### config.mk
export PLATFORM = sky130hd
export DESIGN_NAME = serial_adder_ctrl
export DESIGN_NICKNAME = d
export VERILOG_FILES = /design/src/rtl/serial_adder_ctrl.sv
export SDC_FILE = /design/constraint.sdc
export NUM_CORES = 1
export LEC_CHECK = 0
export BUFFER_PORTS_ARGS = -buffer_cell sky130_fd_sc_hd__buf_2
export CELL_PAD_IN_SITES_DETAIL_PLACEMENT = 2
export CELL_PAD_IN_SITES_GLOBAL_PLACEMENT = 2
export CORE_MARGIN = 4
export CORE_UTILIZATION = 30
export DETAILED_ROUTE_END_ITERATION = 6
export PLACE_DENSITY_LB_ADDON = 0.1
export SLEW_MARGIN = 20
export SYNTH_ARGS = -nofsm -noshare
export SYNTH_HDL_FRONTEND = slang
export SYNTH_SLANG_ARGS = --single-unit
### constraint.sdc
create_clock -name clk -period 1.3 [get_ports clk]
set_input_delay 0.13 -clock clk [delete_from_list [all_inputs] [get_ports clk]]
set_output_delay 0.13 -clock clk [all_outputs]
set_load 0.1 [all_outputs]
### src/rtl/serial_adder_ctrl.sv
// Bit-serial WIDTH-bit adder: one shared full-adder cell is reused LSB-first over WIDTH cycles.
// Optional macro SERIAL_ADD_OVF_EN adds a registered two's-complement overflow output (ovf).

module full_adder_na (
  input  logic a,
  input  logic b,
  input  logic ci,
  output logic s,
  output logic co
);
  assign s  = a ^ b ^ ci;
  assign co = (a & b) | (ci & (a ^ b));
endmodule

module serial_adder_ctrl #(
  parameter int WIDTH = 8,
  parameter int CNT_W = 5
) (
  input  logic             clk,
  input  logic             rst,
  input  logic             start,
  input  logic [WIDTH-1:0] a,
  input  logic [WIDTH-1:0] b,
  input  logic             cin,
  output logic             busy,
  output logic             done,
  output logic [WIDTH-1:0] sum,
  output logic             cout
`ifdef SERIAL_ADD_OVF_EN
  , output logic           ovf
`endif
);

  typedef enum logic [1:0] {IDLE, RUN, DONE} state_t;

  localparam logic [CNT_W-1:0] CNT_LAST = CNT_W'(WIDTH - 1);
  localparam logic [CNT_W-1:0] CNT_ONE  = CNT_W'(1);

  state_t state_q, state_d;
  logic busy_q, busy_d;
  logic done_q, done_d;
  logic [WIDTH-1:0] a_sr_q, a_sr_d;
  logic [WIDTH-1:0] b_sr_q, b_sr_d;
  logic [WIDTH-1:0] sum_sr_q, sum_sr_d;
  logic [WIDTH-1:0] sum_q, sum_d;
  logic carry_q, carry_d;
  logic cout_q, cout_d;
  logic [CNT_W-1:0] cnt_q, cnt_d;
  logic fa_s, fa_co;
  logic last_bit;

  full_adder_na u_fa (
    .a  (a_sr_q[0]),
    .b  (b_sr_q[0]),
    .ci (carry_q),
    .s  (fa_s),
    .co (fa_co)
  );

  assign last_bit = (cnt_q == CNT_LAST);

  // State register
  always_ff @(posedge clk) begin
    if (rst) state_q <= IDLE;
    else     state_q <= state_d;
  end

  // Next-state logic
  always_comb begin
    state_d = state_q;
    case (state_q)
      IDLE:    if (start) state_d = RUN;
      RUN:     if (last_bit) state_d = DONE;
      DONE:    state_d = IDLE;
      default: state_d = IDLE;
    endcase
  end

  // Outputs are decoded from the next state so busy/done come straight from flops
  always_comb begin
    busy_d = (state_d == RUN);
    done_d = (state_d == DONE);
  end

  always_ff @(posedge clk) begin
    if (rst) begin
      busy_q <= 1'b0;
      done_q <= 1'b0;
    end else begin
      busy_q <= busy_d;
      done_q <= done_d;
    end
  end

`ifdef SERIAL_ADD_OVF_EN
  logic ovf_q, ovf_d;
`endif

  always_comb begin
    a_sr_d   = a_sr_q;
    b_sr_d   = b_sr_q;
    sum_sr_d = sum_sr_q;
    sum_d    = sum_q;
    carry_d  = carry_q;
    cout_d   = cout_q;
    cnt_d    = cnt_q;
`ifdef SERIAL_ADD_OVF_EN
    ovf_d    = ovf_q;
`endif
    case (state_q)
      IDLE: begin
        if (start) begin
          a_sr_d   = a;
          b_sr_d   = b;
          carry_d  = cin;
          cnt_d    = '0;
          sum_sr_d = '0;
        end
      end
      RUN: begin
        a_sr_d   = a_sr_q >> 1;
        b_sr_d   = b_sr_q >> 1;
        sum_sr_d = {fa_s, sum_sr_q[WIDTH-1:1]};
        carry_d  = fa_co;
        // Results are published only once the MSB is done; cnt stops at WIDTH-1
        if (last_bit) begin
          sum_d  = {fa_s, sum_sr_q[WIDTH-1:1]};
          cout_d = fa_co;
`ifdef SERIAL_ADD_OVF_EN
          ovf_d  = carry_q ^ fa_co;
`endif
        end else begin
          cnt_d = cnt_q + CNT_ONE;
        end
      end
      default: ;
    endcase
  end

  always_ff @(posedge clk) begin
    if (rst) begin
      a_sr_q   <= '0;
      b_sr_q   <= '0;
      sum_sr_q <= '0;
      sum_q    <= '0;
      carry_q  <= 1'b0;
      cout_q   <= 1'b0;
      cnt_q    <= '0;
`ifdef SERIAL_ADD_OVF_EN
      ovf_q    <= 1'b0;
`endif
    end else begin
      a_sr_q   <= a_sr_d;
      b_sr_q   <= b_sr_d;
      sum_sr_q <= sum_sr_d;
      sum_q    <= sum_d;
      carry_q  <= carry_d;
      cout_q   <= cout_d;
      cnt_q    <= cnt_d;
`ifdef SERIAL_ADD_OVF_EN
      ovf_q    <= ovf_d;
`endif
    end
  end

  assign busy = busy_q;
  assign done = done_q;
  assign sum  = sum_q;
  assign cout = cout_q;
`ifdef SERIAL_ADD_OVF_EN
  assign ovf  = ovf_q;
`endif

endmodule

==> results list <==
- Synthesized flop and latch total: 42
* Top Family by Delay on Critical Path: simple AND/OR/NAND/NOR gates
- Placed cell count: 309
- The repair_antennas step left the layout with diodes totalling 0.
* Unrepaired setup endpoints after global routing: yes
- The smallest clock period supported by the final layout is computed as 1380 ps.
* Maximum VDD drop: 0.491 mV
- After synthesis, the share of flip-flops with an asynchronous set or reset is 0%.
* Number of cell rows: 28
- STA classifies the critical path startpoint as a flip-flop.
* Leakage power of the design: 0.923 nW
* Number of detailed-routing iterations run before antenna repair: 4
- Failing checks: negative setup slack
- In this run the number of H-tree levels came out at 2.
- Final cell count without fillers: 325
* Flop2flop setup slack: -80 ps
* CTS Root Buffer Type: clkbuf_8
- Dividing the detail-routed via count by the number of cells gives 5.18.
* Max Cap Viol: 0
- Die area: 0.00745 mm²
- Starting utilization of the core area: 31.1%
- The share of the Yosys chip area taken by registers is 45.7%.
- The worst register-to-register path begins at cnt_q[0]$_SDFFE_PP0P_.
- In the final routed layout, each cell accounts on average for 17.4 µm.
- Entering global routing, the biggest net connects 43 pins.
* Max clock buf depth: 2
* Syn Nets: 226
- Max Slew Vio Count: 0
* Critical path type: reg2reg
* Global-route congestion overflow total: 0
- STA classifies the critical path endpoint as a flip-flop.
- In the finished design, the share of the clock period the worst path needs comes to 106%.
- TritonCTS built the clock tree.
- During synthesis, Yosys emitted a total of 0 warnings.
- Logic depth of the worst register-to-register path: 4
- 31 I/O pins were placed.
- Longest individual stage delay on the worst path: 490 ps
- At the end of the flow the core is filled with cells to 40.2%.
- The number of hold-slack violations in the final timing report is 0.
* CP cell instances: ha_4 > nor4bb_4 > or4_1 > a31oi_1
* Most frequently used flop master after synthesis: dfxtp_1
* Data required time at the worst endpoint: 1530 ps
* Cell with the largest stage delay on the worst path: or4_1
- In this run, synthesis inferred 0 flip-flops with an integrated enable.
- Total Routed Length: 5.65 mm
- The die is 86.3 µm wide.
* Area grow syn2layout: 29.5%
- Setup violations remaining at the end of the flow were counted as 3.
* Synthesized netlist cell count: 204
- Cts bufs inserted: 5
* Initial drt markers: 74
- The count of nets left with antenna violations once routing finished came out at 0.
- In the global route stage, overall resource usage came out at 15.5%.
* Critical path fanouts, max: 4
* Number of DRC violations after detailed routing: 0
- CTS clock-pin slew for the worst setup and hold paths: 80 ps
- The region available for standard cell placement spans 0.00592 mm².
- Leaving out fill and tap cells, the most frequent cells in the layout are buf_2, nand2_1, dfxtp_1.
* Hold Path Cell Cnt: 3
- For the worst setup path, the data arrival time is 1620 ps.
- Via count of the first global-routing pass: 1,844
- Insertion delay to the later sink of the worst-skew pair: 300 ps
- On the final layout, the worst clock skew is 6.46 ps.
* Cts-stage hold buffer count: 0
* Capture endpoint of the worst hold path: b_sr_q[7]$_SDFFE_PP0P_
- The run finished, with violations left.
- The netlist uses 39 different library cells.
* Vert. Die Dim: 86.3 µm
- Reg-to-reg endpoint: cnt_q[3]$_SDFFE_PP0P_
* PortBufs: 30
* Routed via count: 1,683
* PwrDens: 1130 mW/mm²
* Proportion of layout cells with a drive suffix above 1: 42.0%
* Number of antenna violations at the first check in global routing: 0
* Hold Crit Start: b[7]
- FMAX: 722 MHz
- For this run, the post-layout net count is 271.
* Worst min path class: in2reg
- The cell area that synthesis handed to floorplanning was 0.00184 mm².
- Worst Setup Slack, final: -84.3 ps
- RePlAce Congestion: 0.697
- Leaving out fill and tap cells, the most frequent cell in the layout is buf_2.
- Counting every sink on the clock net gives 42.
- Avg Cell Area, Syn: 9.02 µm²
* Buffering stage count on the worst path with inverters included: 0
- Global-route wire length before repair: 8.97 mm
* Rel. slew slack: 67.2%
- Detailed Place HPWL: 3.71 mm
- For the pin with the worst max-slew slack, the measured transition is 495 ps.
==> per-stage QoR <==
stage | TNS [ps] | worst slack [ps] | hold slack [ps] | instance area, µm² | power (W)
CTS | -110 | -77.4 | 71.1 | 2280 | 0.00269
detailed placement | -2350 | -184 | 390 | 2120 | 0.00177
global route | -1190 | -124 | 79.0 | 2380 | 0.00286
floorplan | -22.7 | -22.7 | 278 | 1850 | 0.00165
finish | -150 | -84.3 | 70.7 | 2380 | 0.00270
global placement | -231 | -57.2 | 381 | 2120 | 0.00175
==> worst max-delay path by stage <==
stage                                      from               endpoint  depth (start not counted)
after CTS                 cnt_q[1]$_SDFFE_PP0P_  cnt_q[3]$_SDFFE_PP0P_                          4
after detailed placement  cnt_q[1]$_SDFFE_PP0P_  cnt_q[2]$_SDFFE_PP0P_                          4
after global routing      cnt_q[1]$_SDFFE_PP0P_  cnt_q[3]$_SDFFE_PP0P_                          4
after global placement    cnt_q[0]$_SDFFE_PP0P_  cnt_q[2]$_SDFFE_PP0P_                          4
final                     cnt_q[0]$_SDFFE_PP0P_  cnt_q[3]$_SDFFE_PP0P_                          4
after floorplan           cnt_q[0]$_SDFFE_PP0P_  cnt_q[3]$_SDFFE_PP0P_                          4
==> flip-flops by register name, summed over array words and instances (netlist names) <==
register,flops
sum,8
sum_sr_q,7
carry_q,1
done,1
b_sr_q,8
busy,1
cout,1
state_q,2
a_sr_q,8
cnt_q,5
==> worst reg2reg max path, stage by stage, from the launching register on <==
cell and delay [ps]:
dfxtp_2 340, ha_4 170, nor4bb_4 160, or4_1 490, a31oi_1 150
==> power by group <==
group / switching [W] / internal, W / total, W / leakage (nW)
registers: 0.0000436 / 0.00134 / 0.00139 / 0.351
logic: 0.000220 / 0.000186 / 0.000406 / 0.525
clock network: 0.000475 / 0.000427 / 0.000903 / 0.0472
total: 0.000739 / 0.00196 / 0.00270 / 0.923
==> cell usage after synthesis, types with 2 or more instances <==
| cell | count | share of area [%] |
|---|---|---|
| o21ai_0 | 8 | 2.2 |
| nor3_1 | 3 | 0.82 |
| buf_4 | 2 | 0.82 |
| clkbuf_1 | 6 | 1.2 |
| nand3b_1 | 2 | 0.82 |
| a21oi_1 | 14 | 3.8 |
| buf_6 | 8 | 4.9 |
| nand2_1 | 29 | 5.9 |
| a211oi_1 | 2 | 0.82 |
| nor2b_1 | 2 | 0.68 |
| or3_1 | 2 | 0.68 |
| dfxtp_1 | 42 | 46 |
| a22oi_1 | 8 | 3.3 |
| nor2_1 | 24 | 4.9 |
| nand3_1 | 9 | 2.4 |
| buf_2 | 2 | 0.54 |
| inv_1 | 3 | 0.61 |
| a311oi_1 | 14 | 6.7 |
| or3b_2 | 2 | 0.95 |
| o211ai_1 | 3 | 1.2 |
==> repair_timing <==
| action | CTS | global route |
|---|---|---|
| pin swaps | 6 | 6 |
| gates cloned | 2 | 2 |
| buffers inserted | 3 | 1 |
| gates resized for setup | 18 | 20 |
| endpoints found under the setup margin | 37 | 37 |
==> routing by layer <==
layer	global-route usage [%]	part of all wire (%)	wire length (µm)	vias up
li1	-	-	-	815
met1	17.9	42	2360	832
met2	28.5	53	2990	27
met3	2.38	3.0	171	9
met4	6.37	2.3	128	0
met5	0	0	0	-
==> cells by family after synthesis <==
| logic type | after synthesis | synth area share (%) |
|---|---|---|
| buffers and inverters | 22 | 8.30 |
| and+or+nand+nor | 83 | 23.3 |
| adders and majority gates | 2 | 1.77 |
| AOI/OAI and AO/OA | 55 | 21.0 |
| DFF | 42 | 45.7 |
==> cell type report <==
cell class / count / area [µm²]
fill: 668 / 3540
multi-input combinational: 141 / 933
sequential: 42 / 866
timing repair buffer: 56 / 383
tap: 75 / 93.8
clock buffer: 6 / 82.6
clock inverter: 2 / 12.5
inverter: 3 / 11.3
(Power assumes the default switching activity.)
